### config.mk
export PLATFORM = sky130hd
export DESIGN_NAME = sum_collect_fifo
export DESIGN_NICKNAME = d
export VERILOG_FILES = /design/src/rtl/sum_collect_pkg.sv /design/src/rtl/sum_collect_fifo.sv
export SDC_FILE = /design/constraint.sdc
export NUM_CORES = 1
export LEC_CHECK = 0
export ABC_AREA = 1
export CORE_MARGIN = 1.5
export CORE_UTILIZATION = 40
export CTS_CLUSTER_DIAMETER = 80
export DETAILED_ROUTE_END_ITERATION = 12
export GPL_ROUTABILITY_DRIVEN = 0
export PLACE_DENSITY = 0.66
export RECOVER_POWER = 25
export SLEW_MARGIN = 20
export SYNTH_ARGS = -nofsm -noshare
export SYNTH_HDL_FRONTEND = slang
export SYNTH_SLANG_ARGS = --single-unit
export TNS_END_PERCENT = 100
### constraint.sdc
create_clock -name clk -period 2.5 [get_ports clk]
set_clock_uncertainty 0.1 [all_clocks]
set_input_delay 0.5 -clock clk [delete_from_list [all_inputs] [get_ports clk]]
set_output_delay 0.5 -clock clk [all_outputs]
set_load 0.01 [all_outputs]
### src/rtl/sum_collect_pkg.sv
// Shared constants for the adder result-collection FIFO.
package sum_collect_pkg;

  localparam int DEPTH_DEFAULT = 4;
  localparam int DROP_CNT_W    = 8;
  localparam logic [DROP_CNT_W-1:0] DROP_CNT_MAX = 8'd255;

endpackage

### src/rtl/sum_collect_fifo.sv
// Captures single-cycle adder result pulses into a small FIFO and re-presents them
// on a ready/valid port; results arriving while full with no pop are dropped and counted.
module sum_collect_fifo
  import sum_collect_pkg::*;
#(
  parameter int W     = 8,
  parameter int DEPTH = DEPTH_DEFAULT
) (
  input  logic                    clk,
  input  logic                    rst,
  input  logic                    in_valid,
  input  logic [W-1:0]            in_data,
  output logic                    out_valid,
  output logic [W-1:0]            out_data,
  input  logic                    out_ready,
  output logic [$clog2(DEPTH):0]  count,
  output logic                    overflow,
  output logic [DROP_CNT_W-1:0]   drop_cnt
);

  localparam int PTR_W = $clog2(DEPTH);
  localparam int CNT_W = PTR_W + 1;
  localparam logic [CNT_W-1:0] FULL_CNT = CNT_W'(DEPTH);

  typedef logic [PTR_W-1:0] ptr_t;

  logic [W-1:0]            mem_q [DEPTH];
  ptr_t                    wr_ptr_q, wr_ptr_d;
  ptr_t                    rd_ptr_q, rd_ptr_d;
  logic [CNT_W-1:0]        count_q, count_d;
  logic                    overflow_q, overflow_d;
  logic [DROP_CNT_W-1:0]   drop_cnt_q, drop_cnt_d;

  logic not_empty, full, pop, push, drop;

  // A full FIFO still accepts a result when the head leaves in the same cycle.
  assign not_empty = (count_q != '0);
  assign full      = (count_q == FULL_CNT);
  assign pop       = not_empty && out_ready;
  assign push      = in_valid && (!full || pop);
  assign drop      = in_valid && full && !pop;

  always_comb begin
    // NOTE: every signal gets a default first so no path leaves it unassigned (no latch).
    wr_ptr_d   = wr_ptr_q;
    rd_ptr_d   = rd_ptr_q;
    count_d    = count_q;
    overflow_d = overflow_q;
    drop_cnt_d = drop_cnt_q;

    if (push) wr_ptr_d = wr_ptr_q + ptr_t'(1);
    if (pop)  rd_ptr_d = rd_ptr_q + ptr_t'(1);

    if (push && !pop)      count_d = count_q + CNT_W'(1);
    else if (pop && !push) count_d = count_q - CNT_W'(1);

    if (drop) begin
      overflow_d = 1'b1;
      if (drop_cnt_q != DROP_CNT_MAX) drop_cnt_d = drop_cnt_q + DROP_CNT_W'(1);
    end
  end

  // NOTE: state registers use non-blocking assignments so all of them update from the same pre-edge values.
  always_ff @(posedge clk or posedge rst) begin
    if (rst) begin
      wr_ptr_q   <= '0;
      rd_ptr_q   <= '0;
      count_q    <= '0;
      overflow_q <= 1'b0;
      drop_cnt_q <= '0;
    end else begin
      wr_ptr_q   <= wr_ptr_d;
      rd_ptr_q   <= rd_ptr_d;
      count_q    <= count_d;
      overflow_q <= overflow_d;
      drop_cnt_q <= drop_cnt_d;
    end
  end

  // NOTE: the data array is deliberately not reset; count/pointers alone decide what is valid.
  always_ff @(posedge clk) begin
    if (push) mem_q[wr_ptr_q] <= in_data;
  end

  assign out_valid = not_empty;
  assign out_data  = mem_q[rd_ptr_q];
  assign count     = count_q;
  assign overflow  = overflow_q;
  assign drop_cnt  = drop_cnt_q;

endmodule

==> run metrics <==
fraction of the core area covered by cells at the end of the flow 52.5%; Clock Power Share 16.3%; GR Util met1 16.4%; VDD IR max 0.435 mV; number of enable-type register cells in the synthesized netlist 32; Worst EP required 1900 ps; share of synthesized registers carrying an async set or reset 33.3%; standard cell core area 0.00514 mm²; maximum buffer depth of the clock tree 2; met3 Track Usage GR 4.19%; endpoint arrival time on the critical path 1800 ps; kind of path behind the tightest hold check register to register; worst slew margin relative to its limit 58.2%; post-DR wirelength/cell 12.1 µm; main combinational cell family by area after synthesis simple AND/OR/NAND/NOR gates; R2R depth 10; IO buf count 32; Resized Gates After CTS 1; fraction of power consumed by sequential logic 42.5%; Adder-Cell Fraction of Synth Area 4.45%; layer with the highest usage after global routing met2; largest net degree at the start of global routing 18; Most used DFF post-synth sky130_fd_sc_hd__edfxtp_1; top fanout value on the critical path 14; fraction of layout cells with a size suffix above 1 11.7%; synthesized-area fraction occupied by xor and xnor cells 2.87%; sw power 0.949 mW; switching portion of total power 34.8%; Final setup viols 0; number of buffers created by CTS 5; number of sinks handled by clock tree synthesis 48; HPWL after DPL 2760 µm; Post-Synthesis Cell Area 0.00214 mm²; total global routing track utilization 14.4%; number of global-route vias before repair 1374; leakage dissipation 1.07 nW; power density over cell area 1010 mW/mm²; highest clock rate 417 MHz; net count after synthesis 219; number of buffers inserted for hold repair after clock tree synthesis 0; proportion of synthesized chip area in sequential cells 63.7%; cell-internal power 1.78 mW; Cells after Synth 200; Clock Pin Slew Worst Setup and Hold Paths 80 ps; average vias per placed instance 4.55; WL final 3830 µm; endpoint type of the worst setup path output pin; width of the chip 76.1 µm; final worst slack 103 ps; average cell area after synthesis 10.7 µm²; type of element launching the critical path register; end point of the critical path out_data[1]; count of inserted antenna diode cells 0; deepest level of the CTS H-tree 2; setup repair after global routing missed its margin no; status finished, final reports clean; capture point of the worst reg-to-reg path count[2]; actual slew at the worst max-slew pin 626 ps; setup TNS after final layout 0 ps; combinational power share 41.2%; worst setup path category register to output pin; CTS tree built; first-pass GRT wire length 6390 µm; post-detailed-route count of antenna-violating nets 0; Area growth, synth to finish 26.4%; max-slew violations 0; met2 Resource Use GR 25.4%; nets@finish 266; Place WS 29.0 ps; Die H 76.1 µm; Clk Tree Root Cell sky130_fd_sc_hd__clkbuf_8; number of storage elements in the synthesis netlist 48; Pre-antenna DRT Iters 4; count of standard-cell rows 26; Congestion Overflow GR 0; number of buffers added for setup after CTS 0; Max-Cap Viols 0; complex-gate fraction of the synthesized area 6.80%; via count 1447; simple-gate portion of the synthesized area 17.2%; full die area 0.00579 mm²; hold slack 372 ps; final hold violation count 0; starting density of the core 41.6%; share of the clock period used by the worst path 95.9%; CP startpoint rd_ptr_q[0]; initial antenna violation count 0; Unique masters post-synth 25; Post-route DRC 0; number of warning messages in the yosys log 0; boundary pin count 33; DRC violation total after the first TritonRoute iteration 53; clock latency at the later pin of the worst-skew pair 300 ps; reg-to-reg slack, setup 530 ps; Worst Hold Depth 1; proportion of synthesized area in mux cells 0%; Tmin final 2400 ps; worst reg2reg startpoint count[0]
[logic make-up after synthesis]
| group | Yosys count |
|---|---|
| adders and majority gates | 7 |
| buffers and inverters | 26 |
| DFF | 48 |
| xor gates and xnor gates | 7 |
| and+or+nand+nor | 85 |
| AOI/OAI and AO/OA | 27 |
[how the worst min path moves through the flow]
| stage | from | to | slack [ps] |
|---|---|---|---|
| final | overflow | overflow | 370 |
| after floorplan | rst | count[0] | 310 |
| after detailed placement | overflow | overflow | 360 |
| after CTS | overflow | overflow | 380 |
| after global routing | overflow | overflow | 410 |
| after global placement | overflow | overflow | 360 |
[cell usage after synthesis (2+ instances only)]
cell type                  count  share of area, %
sky130_fd_sc_hd__inv_1        20               3.5
sky130_fd_sc_hd__buf_2         2              0.47
sky130_fd_sc_hd__ha_1          6               3.5
sky130_fd_sc_hd__xor2_1        4               1.6
sky130_fd_sc_hd__nand3_2       2              0.94
sky130_fd_sc_hd__dfrtp_1      16                19
sky130_fd_sc_hd__edfxtp_1     32                45
sky130_fd_sc_hd__o21ai_0      18               4.2
sky130_fd_sc_hd__o22ai_1       8               2.3
sky130_fd_sc_hd__nand3_1       5               1.2
sky130_fd_sc_hd__xnor2_1       3               1.2
sky130_fd_sc_hd__nor2_1       28               4.9
sky130_fd_sc_hd__nand2_1      43               7.6
sky130_fd_sc_hd__nand2_2       2              0.59
[through the flow]
| stage | power, mW | instances | instance area, µm² |
|---|---|---|---|
| after floorplan | 1.77 | 200 | 2140 |
| after global placement | 2.29 | 310 | 2610 |
| after detailed placement | 2.31 | 310 | 2610 |
| after CTS | 2.77 | 318 | 2700 |
| after global routing | 2.93 | 318 | 2700 |
| final | 2.73 | 318 | 2700 |
[routing by layer]
metal  share of wire, %  wire [µm]
met5                  0          0
met4                1.2         46
met3                3.6        137
met2                 52       1980
met1                 44       1670
[worst max-delay path, cell delays in order, from the launching register on]
cell and delay (ps):
sky130_fd_sc_hd__dfrtp_2 440, sky130_fd_sc_hd__buf_4 220, sky130_fd_sc_hd__o21ai_0 110, sky130_fd_sc_hd__o22ai_1 170
sky130_fd_sc_hd__clkdlybuf4s50_1 560
[final cells by class]
cell class	count	area (µm²)
clock buffers	5	68.8
clock inverters	3	18.8
fillers	494	2440
inverters	23	91.3
multi-input cells	126	668
flip-flops and latches	48	1360
well taps	70	87.6
repair buffers	43	403
[sequential cells by signal (all words and copies together) (netlist names)]
| signal | flops |
|---|---|
| wr_ptr_q | 2 |
| mem_q | 32 |
| overflow | 1 |
| drop_cnt | 8 |
| count | 3 |
| rd_ptr_q | 2 |
[placed cells by master (no fill, tap or decap), types with 3 or more instances in the layout]
cell type and count:
sky130_fd_sc_hd__edfxtp_1 32, sky130_fd_sc_hd__nand3_1 5, sky130_fd_sc_hd__dlygate4sd3_1 7, sky130_fd_sc_hd__nor2_1 28, sky130_fd_sc_hd__o21ai_0 18, sky130_fd_sc_hd__clkdlybuf4s50_1 25, sky130_fd_sc_hd__ha_1 6, sky130_fd_sc_hd__dfrtp_1 15
sky130_fd_sc_hd__buf_4 11, sky130_fd_sc_hd__xor2_1 4, sky130_fd_sc_hd__o22ai_1 8, sky130_fd_sc_hd__nand2_1 43, sky130_fd_sc_hd__clkbuf_8 5, sky130_fd_sc_hd__inv_1 19, sky130_fd_sc_hd__xnor2_1 3
[power groups by stage]
stage               sequential [mW]  clock (mW)  combinational (mW)
finish                         1.16       0.446                1.12
global route                   1.18       0.492                1.25
CTS                            1.16       0.461                1.15
detailed placement             1.17           0                1.14
global placement               1.17           0                1.12
floorplan                      1.17           0               0.595
(Power assumes the default switching activity.)
